===== config.mk =====
export PLATFORM = sky130hd
export DESIGN_NAME = ula_multiciclo
export DESIGN_NICKNAME = d
export VERILOG_FILES = /design/src/rtl/ula_multiciclo.sv
export SDC_FILE = /design/constraint.sdc
export NUM_CORES = 1
export LEC_CHECK = 0
export CAP_MARGIN = 20
export CORE_ASPECT_RATIO = 1.4
export CORE_MARGIN = 2
export CORE_UTILIZATION = 25
export DETAILED_ROUTE_END_ITERATION = 8
export PLACE_DENSITY = 0.52
export REMOVE_ABC_BUFFERS = 1
export SLEW_MARGIN = 10
export SYNTH_ARGS = -nofsm -noshare
export SYNTH_HDL_FRONTEND = slang
export SYNTH_SLANG_ARGS = --single-unit

===== constraint.sdc =====
create_clock -name Clock -period 4.7 [get_ports Clock]
set_clock_uncertainty 0.1 [all_clocks]
set_input_delay 0.94 -clock Clock [delete_from_list [all_inputs] [get_ports Clock]]
set_output_delay 0.94 -clock Clock [all_outputs]
set_load 0.03 [all_outputs]

===== src/rtl/ula_multiciclo.sv =====
// Registered-output ALU for the ARM-32bit datapath: single-cycle add/sub/logic,
// iterative shift-add MUL and restoring DIV behind an Iniciar/Ocupado/Pronto handshake.
module ula_multiciclo #(
  parameter int LARGURA = 32
) (
  input  logic               Clock,
  input  logic               Reset,
  input  logic               Iniciar,
  input  logic [3:0]         CTRLOpULA,
  input  logic [LARGURA-1:0] Dado1,
  input  logic [LARGURA-1:0] Dado2,
  output logic               Ocupado,
  output logic               Pronto,
  output logic [LARGURA-1:0] SaidaULA,
  output logic [3:0]         NovasFlags,
  output logic               DivPorZero
);

  localparam int CW = $clog2(LARGURA + 1);

  typedef enum logic [1:0] {OCIOSO, CALCULA, CONCLUI} estado_t;

  estado_t            estado;
  logic [CW-1:0]      contador;
  logic               ehDiv;
  logic [LARGURA-1:0] regA;
  logic [LARGURA-1:0] regLo;
  logic [LARGURA-1:0] regHi;

  logic [LARGURA:0]   soma, sub1, sub2;
  logic [LARGURA-1:0] resUnico;
  logic [3:0]         flagsUnico;
  logic               cUnico, vUnico, dzUnico, longa;

  logic [LARGURA:0]   multSoma, desloc, dif;
  logic               cabe;
  logic [LARGURA-1:0] hiNext, loNext;

  // Result and flags of the ops that finish in a single cycle, straight from the inputs.
  always_comb begin
    soma     = {1'b0, Dado1} + {1'b0, Dado2};
    sub1     = {1'b0, Dado1} - {1'b0, Dado2};
    sub2     = {1'b0, Dado2} - {1'b0, Dado1};
    resUnico = '0;
    cUnico   = 1'b0;
    vUnico   = 1'b0;
    dzUnico  = 1'b0;
    longa    = 1'b0;
    case (CTRLOpULA)
      4'd0: begin
        resUnico = soma[LARGURA-1:0];
        cUnico   = soma[LARGURA];
        vUnico   = (Dado1[LARGURA-1] == Dado2[LARGURA-1]) && (resUnico[LARGURA-1] != Dado1[LARGURA-1]);
      end
      4'd1: begin
        resUnico = sub1[LARGURA-1:0];
        cUnico   = ~sub1[LARGURA];
        vUnico   = (Dado1[LARGURA-1] != Dado2[LARGURA-1]) && (resUnico[LARGURA-1] == Dado2[LARGURA-1]);
      end
      4'd2: begin
        resUnico = sub2[LARGURA-1:0];
        cUnico   = ~sub2[LARGURA];
        vUnico   = (Dado1[LARGURA-1] != Dado2[LARGURA-1]) && (resUnico[LARGURA-1] == Dado1[LARGURA-1]);
      end
      4'd3: longa = 1'b1;
      4'd4: begin
        if (Dado2 == '0) begin
          resUnico = '1;
          dzUnico  = 1'b1;
        end else begin
          longa = 1'b1;
        end
      end
      4'd5: resUnico = ~Dado2;
      4'd6: resUnico = Dado1 & Dado2;
      4'd7: resUnico = Dado1 | Dado2;
      4'd8: resUnico = Dado1 ^ Dado2;
      default: resUnico = '0;
    endcase
    flagsUnico = {resUnico[LARGURA-1], (resUnico == '0), cUnico, vUnico};
  end

  // One iteration of either engine; both leave their final answer in regLo.
  always_comb begin
    multSoma = {1'b0, regHi} + (regLo[0] ? {1'b0, regA} : '0);
    desloc   = {regHi, regLo[LARGURA-1]};
    dif      = desloc - {1'b0, regA};
    cabe     = ~dif[LARGURA];
    if (ehDiv) begin
      hiNext = cabe ? dif[LARGURA-1:0] : desloc[LARGURA-1:0];
      loNext = {regLo[LARGURA-2:0], cabe};
    end else begin
      hiNext = multSoma[LARGURA:1];
      loNext = {multSoma[0], regLo[LARGURA-1:1]};
    end
  end

  // Control FSM; CONCLUI is the Pronto cycle and accepts a new request like OCIOSO.
  always_ff @(posedge Clock) begin
    if (Reset) begin
      estado     <= OCIOSO;
      contador   <= '0;
      ehDiv      <= 1'b0;
      regA       <= '0;
      regLo      <= '0;
      regHi      <= '0;
      Ocupado    <= 1'b0;
      Pronto     <= 1'b0;
      SaidaULA   <= '0;
      NovasFlags <= '0;
      DivPorZero <= 1'b0;
    end else begin
      Pronto <= 1'b0;
      case (estado)
        OCIOSO, CONCLUI: begin
          estado <= OCIOSO;
          if (Iniciar) begin
            if (longa) begin
              ehDiv    <= (CTRLOpULA == 4'd4);
              regA     <= (CTRLOpULA == 4'd4) ? Dado2 : Dado1;
              regLo    <= (CTRLOpULA == 4'd4) ? Dado1 : Dado2;
              regHi    <= '0;
              contador <= '0;
              Ocupado  <= 1'b1;
              estado   <= CALCULA;
            end else begin
              SaidaULA   <= resUnico;
              NovasFlags <= flagsUnico;
              DivPorZero <= dzUnico;
              Pronto     <= 1'b1;
            end
          end
        end
        CALCULA: begin
          regHi    <= hiNext;
          regLo    <= loNext;
          contador <= contador + 1'b1;
          if (contador == CW'(LARGURA - 1)) begin
            SaidaULA   <= loNext;
            NovasFlags <= {loNext[LARGURA-1], (loNext == '0), 2'b00};
            DivPorZero <= 1'b0;
            Pronto     <= 1'b1;
            Ocupado    <= 1'b0;
            estado     <= CONCLUI;
          end
        end
        default: estado <= OCIOSO;
      endcase
    end
  end

endmodule


# Word level (Yosys, flattened, before mapping)
# Index checks and enable logic that the tools add are counted.
# classes
bitwise_logic	7
muxes	46
reduce_logical	14
n_addsub	6
n_eq_ne	20
# ops
operator	count
two-way mux 32 bit	14
case mux 32 bit (8 select lines)	1
case mux 32 bit (2 select lines)	3
logical NOT 32 bit	3
adder 32 x 32 -> 33 bit	2
subtractor 32 x 32 -> 33 bit	2
subtractor 33 x 32 -> 33 bit	1
AND 32 bit	1
NOT 32 bit	1
bitwise OR 32 bit	1
bitwise XOR 32 bit	1
== test 4 x 3 -> 1 bit, second input constant	4
two-way mux 1 bit	13
two-way mux 4 bit	3
two-way mux 6 bit	2
case mux 6 bit (2 select lines)	1
== test 4 x 2 -> 1 bit, second input constant	2
!= test 2 bit, second input constant	4
case mux 1 bit (2 select lines)	4
case mux 4 bit (2 select lines)	1
AND reduction 4 bit	2
adder 6 x 1 -> 6 bit, second input constant	1
== test 6 x 5 -> 1 bit, second input constant	1
case mux 1 bit (3 select lines)	2
other kinds (15)	23
# totals
word_cells	104
out_inout_bits	39
input_bits	71
regBits	144

# Longest topological paths before layout
# logic_depth
depth_word	7
ltp_mapped	17
ltp_nobuf	16

# Least setup slack after synthesis
# OpenSTA, ideal clock, no wires.
# synth_path
path_kind	in2reg
startpoint	input Dado1[3]
endpoint	register NovasFlags[2]
setup_ps	73
path_slack_ps	676
n_path_buf	1
cell_stages	15
arrival_time_ps	3851
required_time_ps	4527
path_cell_list	inv_1 -> ha_1 -> buf_4 -> or3b_1 -> a311oi_2 -> a21oi_2 -> a21oi_4 -> o21bai_1 -> a211o_1 -> a21oi_2 -> o21ai_1 -> or4_1 -> nor4_2 -> nand4_1 -> o22ai_2
# synth_between
elab_chain_len	6
elab_cells_between_ends	11
classes_between	add/sub: 3; mux: 4; bitwise: 3; reduce/logical: 1
# synth_lines
item	line_no	source
from (decl)	10	input logic [LARGURA-1:0] Dado1,
subtractor 32 x 32 -> 33 bit, or another cell as far along	43	sub2 = {1'b0, Dado2} - {1'b0, Dado1};
case mux 32 bit (8 select lines) (*)	49	case (CTRLOpULA)
logical NOT 32 bit (*)	80	flagsUnico = {resUnico[LARGURA-1], (resUnico == '0), cUnico, vUnico};
two-way mux 4 bit (*)	118	if (longa) begin
two-way mux 4 bit (*)	117	if (Iniciar) begin
case mux 4 bit (2 select lines) (*)	114	case (estado)
to (signal assigned)	128	NovasFlags <= flagsUnico;
to (signal assigned)	140	NovasFlags <= {loNext[LARGURA-1], (loNext == '0), 2'b00};
to (decl)	15	output logic [3:0] NovasFlags,
# Mark *: on every way between the ends. The rest lies on a longest branch, timed or not. The select of a mux whose other input is x is not followed.
# A chain may end at the register's enable or synchronous reset.

# Final worst setup path
# layout_path
startpoint	input Dado2[11]
endpoint	register NovasFlags[2]
# layout_between
elab_chain_len	7
elab_cells_between_ends	18
classes_between	add/sub: 3; eq/ne: 1; mux: 7; bitwise: 4; reduce/logical: 3
# layout_lines
item	line_no	source
from (decl)	11	input logic [LARGURA-1:0] Dado2,
branches (longest 7 deep; another with subtractor 32 x 32 -> 33 bit)	-	
# Several ways; the timed one is not identified. The select of a mux whose other input is x is not followed.

==> flow_summary.yaml <==
power_and_ir_drop:
  p_per_area_nw_per_um2: 206
  p_total_uw: 4990
  ir_drop_v: 0.000224
  p_leak_uw: 0.0103
clocking:
  cts_buffer_depth: 2
  cts_sinks: 143
  htreeDepth: 4
  root_buffer: "clkbuf_16"
  insertion_delay_ps: 440
  cts_hold_buffers: 0
  cts_buffers: 17
  cts_tree: "yes"
  path_clk_slew_ps: 70
cells_and_area:
  multi_input_area_um2: 14100
  nNetsFinal: 3197
  ff_latch_area_um2: 2860
  drive_above_1_share_pct: 22.2
  fillers: 7541
  num_antenna_cells: 0
  finish.utilization_pct: 34.4
  syn_to_final_growth_pct: 36.0
  postLayoutCellArea_um2: 24200
logic_synthesis:
  netlist_instances: 2428
  synth_ff_type: "dfxtp_1"
  syn_area_um2: 17800
  synth_area_leaders: "dfxtp_1 16%, ha_1 14%, a21oi_1 6.7%"
  ys_seq_elements: 143
  synth_top_area_cell: "dfxtp_1"
  synth_top_area_share_pct: 16.1
  synthTopCellsByCount: "259 x nor2_1, 238 x a21oi_1, 202 x ha_1, 163 x nand2_1, 146 x o21ai_0"
  synth-edff-count: 0
  yosysSeqAreaShare_pct: 16.1
  ys_async_sr_fraction_pct: 0
  yosysMostFrequentCell: "nor2_1"
  syn_avg_cell_area_um2: 7.34
  yosysWarnings: 0
  post_synth_num_cell_types: 86
timing:
  slew_headroom_pct: 32.0
  max_freq_ghz: 0.214
  finalCritPeriodShare_pct: 99.5
  rsz0062_at_grt: "true"
  hold_viol: 0
  fin_crit_ps: 4680
  setup_viol: 0
  worstMarginPinSlew_ps: 1020
  final-max-slew-violation-count: 0
floorplan:
  dieWidth_um: 230
  io_pins: 110
  initial_core_util_pct: 25.3
  die_area_um2: 73400
  die_h_um: 320
  rows: 115
  core_um2: 70400
worst_hold_path:
  min_path_cells: 2
  min_from: "SaidaULA[22]$_SDFFE_PP0P_"
  holdPathEnd: "SaidaULA[22]$_SDFFE_PP0P_"
  hp-class: "flip-flop to flip-flop"
critical_path:
  crit_type: "input pin to flip-flop"
  cpLargestDelayFamily: "compound AO/OA/AOI/OAI gates"
  cp_slowest_cell: "clkdlybuf4s50_1"
  reg2reg_to: "regHi[15]$_SDFFE_PP0P_"
  worstPathRequired_ps: 4980
  r2r_slack_ps: 260
  cpPeakStageDelay_ps: 610
  path_cells: "clkdlybuf4s50_1 -> inv_1 -> ha_2 -> buf_4 -> nor2b_1 -> buf_4 -> o31ai_1 -> a31oi_4 -> o21ai_0 -> o21ai_0 -> xnor2_1 -> a211o_1 -> or4b_4 -> nor4_4 -> nand4_1 -> o22ai_2"
  critPathLaunchType: "input pin"
  cp_max_fo: 9
  r2r_cells: 18
  cp_data_arrival_time_ps: 4950
  crit_cells: 16
  worst-path-buf-inv: 4
  r2r-start: "regLo[31]$_SDFFE_PP0P_"
  endpoint_kind: "flip-flop"
place:
  hpwl_um: 68500
  gp_congestion: 0.984
  port_buffers: 109
  placed_area_um2: 23400
detailed_routing:
  viasPerCell: 5.32
  vias: 20600
  drt_iter0_drc: 1293
  firstDrtPassIters: 6
  wl_um: 83100
  drc: 0
  wire_per_inst_um: 21.5
  ant_nets: 0
global_route:
  antenna_found_initial: 0
  grtUsageTotal_pct: 21.8
  grt_pass1_vias: 20700
  grt_max_degree: 53
  grt_pass1_wl_um: 123000
  grt-ovfl-total: 0
run_status:
  status: "completed"
job:
  max_cap_violations: 0
## timing repair
item / CTS / global route
pin swaps: 0 / 10
buffers inserted: 0 / 4
setup endpoints to repair: 6 / 35
gates resized for setup: 6 / 53
## placed cells by master, fill, tap and decap left out, types with 25 or more instances in the layout
master / instances
a2111oi_0: 27
a211oi_1: 63
a21o_1: 48
a21oi_1: 230
a22oi_1: 41
and2_1: 48
buf_4: 496
clkdlybuf4s50_1: 106
dfxtp_1: 142
ha_1: 195
inv_1: 143
mux2i_1: 98
nand2_1: 163
nand3_1: 27
nor2_1: 256
nor2b_1: 29
nor3_1: 36
nor4_1: 31
o211ai_1: 41
o21ai_0: 141
xnor2_1: 60
xor2_1: 25
## cell families (layout without fill, tap and decap cells)
| logic type | after synthesis | after routing | synth area share [%] |
|---|---|---|---|
| flops | 143 | 143 | 16.1 |
| mux | 122 | 122 | 7.02 |
| xor+xnor | 86 | 86 | 4.23 |
| fa+ha+maj | 207 | 207 | 14.7 |
| compound gates | 856 | 856 | 32.0 |
| buf+inv | 285 | 789 | 6.17 |
| simple gates | 729 | 729 | 19.7 |
## layout make-up
class / count / area share (%)
inverters: 145 / 2.25
clock buffers: 17 / 1.76
repair buffers: 612 / 20.4
multi-input cells: 2000 / 58.4
clock inverters: 15 / 0.527
flip-flops and latches: 143 / 11.8
well taps: 936 / 4.83
## report_power, final
group          internal [uW]  switching [uW]  total [uW]  leakage, uW
Sequential              1260            54.7        1320      0.00116
Clock                    689             618        1310     0.000262
Combinational           1060            1310        2360      0.00884
Total                   3010            1980        4990       0.0103
## layer usage
| metal | track usage [%] | part of all wire, % |
|---|---|---|
| met5 | 0 | 0 |
| met1 | 23.6 | 38 |
| met4 | 16.1 | 8.1 |
| met3 | 1.78 | 3.9 |
| met2 | 39.7 | 50 |
## flip-flops by register name, summed over array words and instances (netlist names)
name        flops
contador        6
DivPorZero      1
Pronto          1
regHi          32
regLo          32
regA           32
NovasFlags      3
Ocupado         1
ehDiv           1
estado          2
SaidaULA       32
## through the flow
| step | hold slack, ps | setup slack [ps] | setup TNS (ps) | std cells |
|---|---|---|---|---|
| after detailed placement | 348 | -584 | -4900 | 3832 |
| after global routing | 372 | -81.3 | -81.3 | 3868 |
| after global placement | 343 | -603 | -4670 | 3832 |
| after CTS | 356 | 2.96 | 0 | 3864 |
| final | 354 | 23.2 | 0 | 3868 |
| after floorplan | 359 | -5640 | -424790 | 2288 |
## how the worst max path moves through the flow
| stage | start | end |
|---|---|---|
| 3_5_place_dp | Dado2[1] | NovasFlags[2]$_SDFFE_PP0P_ |
| 4_1_cts | Dado1[0] | NovasFlags[2]$_SDFFE_PP0P_ |
| 2_1_floorplan | CTRLOpULA[3] | NovasFlags[2]$_SDFFE_PP0P_ |
| 3_3_place_gp | Dado1[0] | NovasFlags[2]$_SDFFE_PP0P_ |
| 6_report | Dado2[11] | NovasFlags[2]$_SDFFE_PP0P_ |
| 5_1_grt | Dado1[22] | NovasFlags[2]$_SDFFE_PP0P_ |
## worst min-delay path: stages (launching register included)
cell and delay [ps]:
dfxtp_1 310, nand2_1 50, a21oi_1 50
Power figures use the tool's default switching activity.
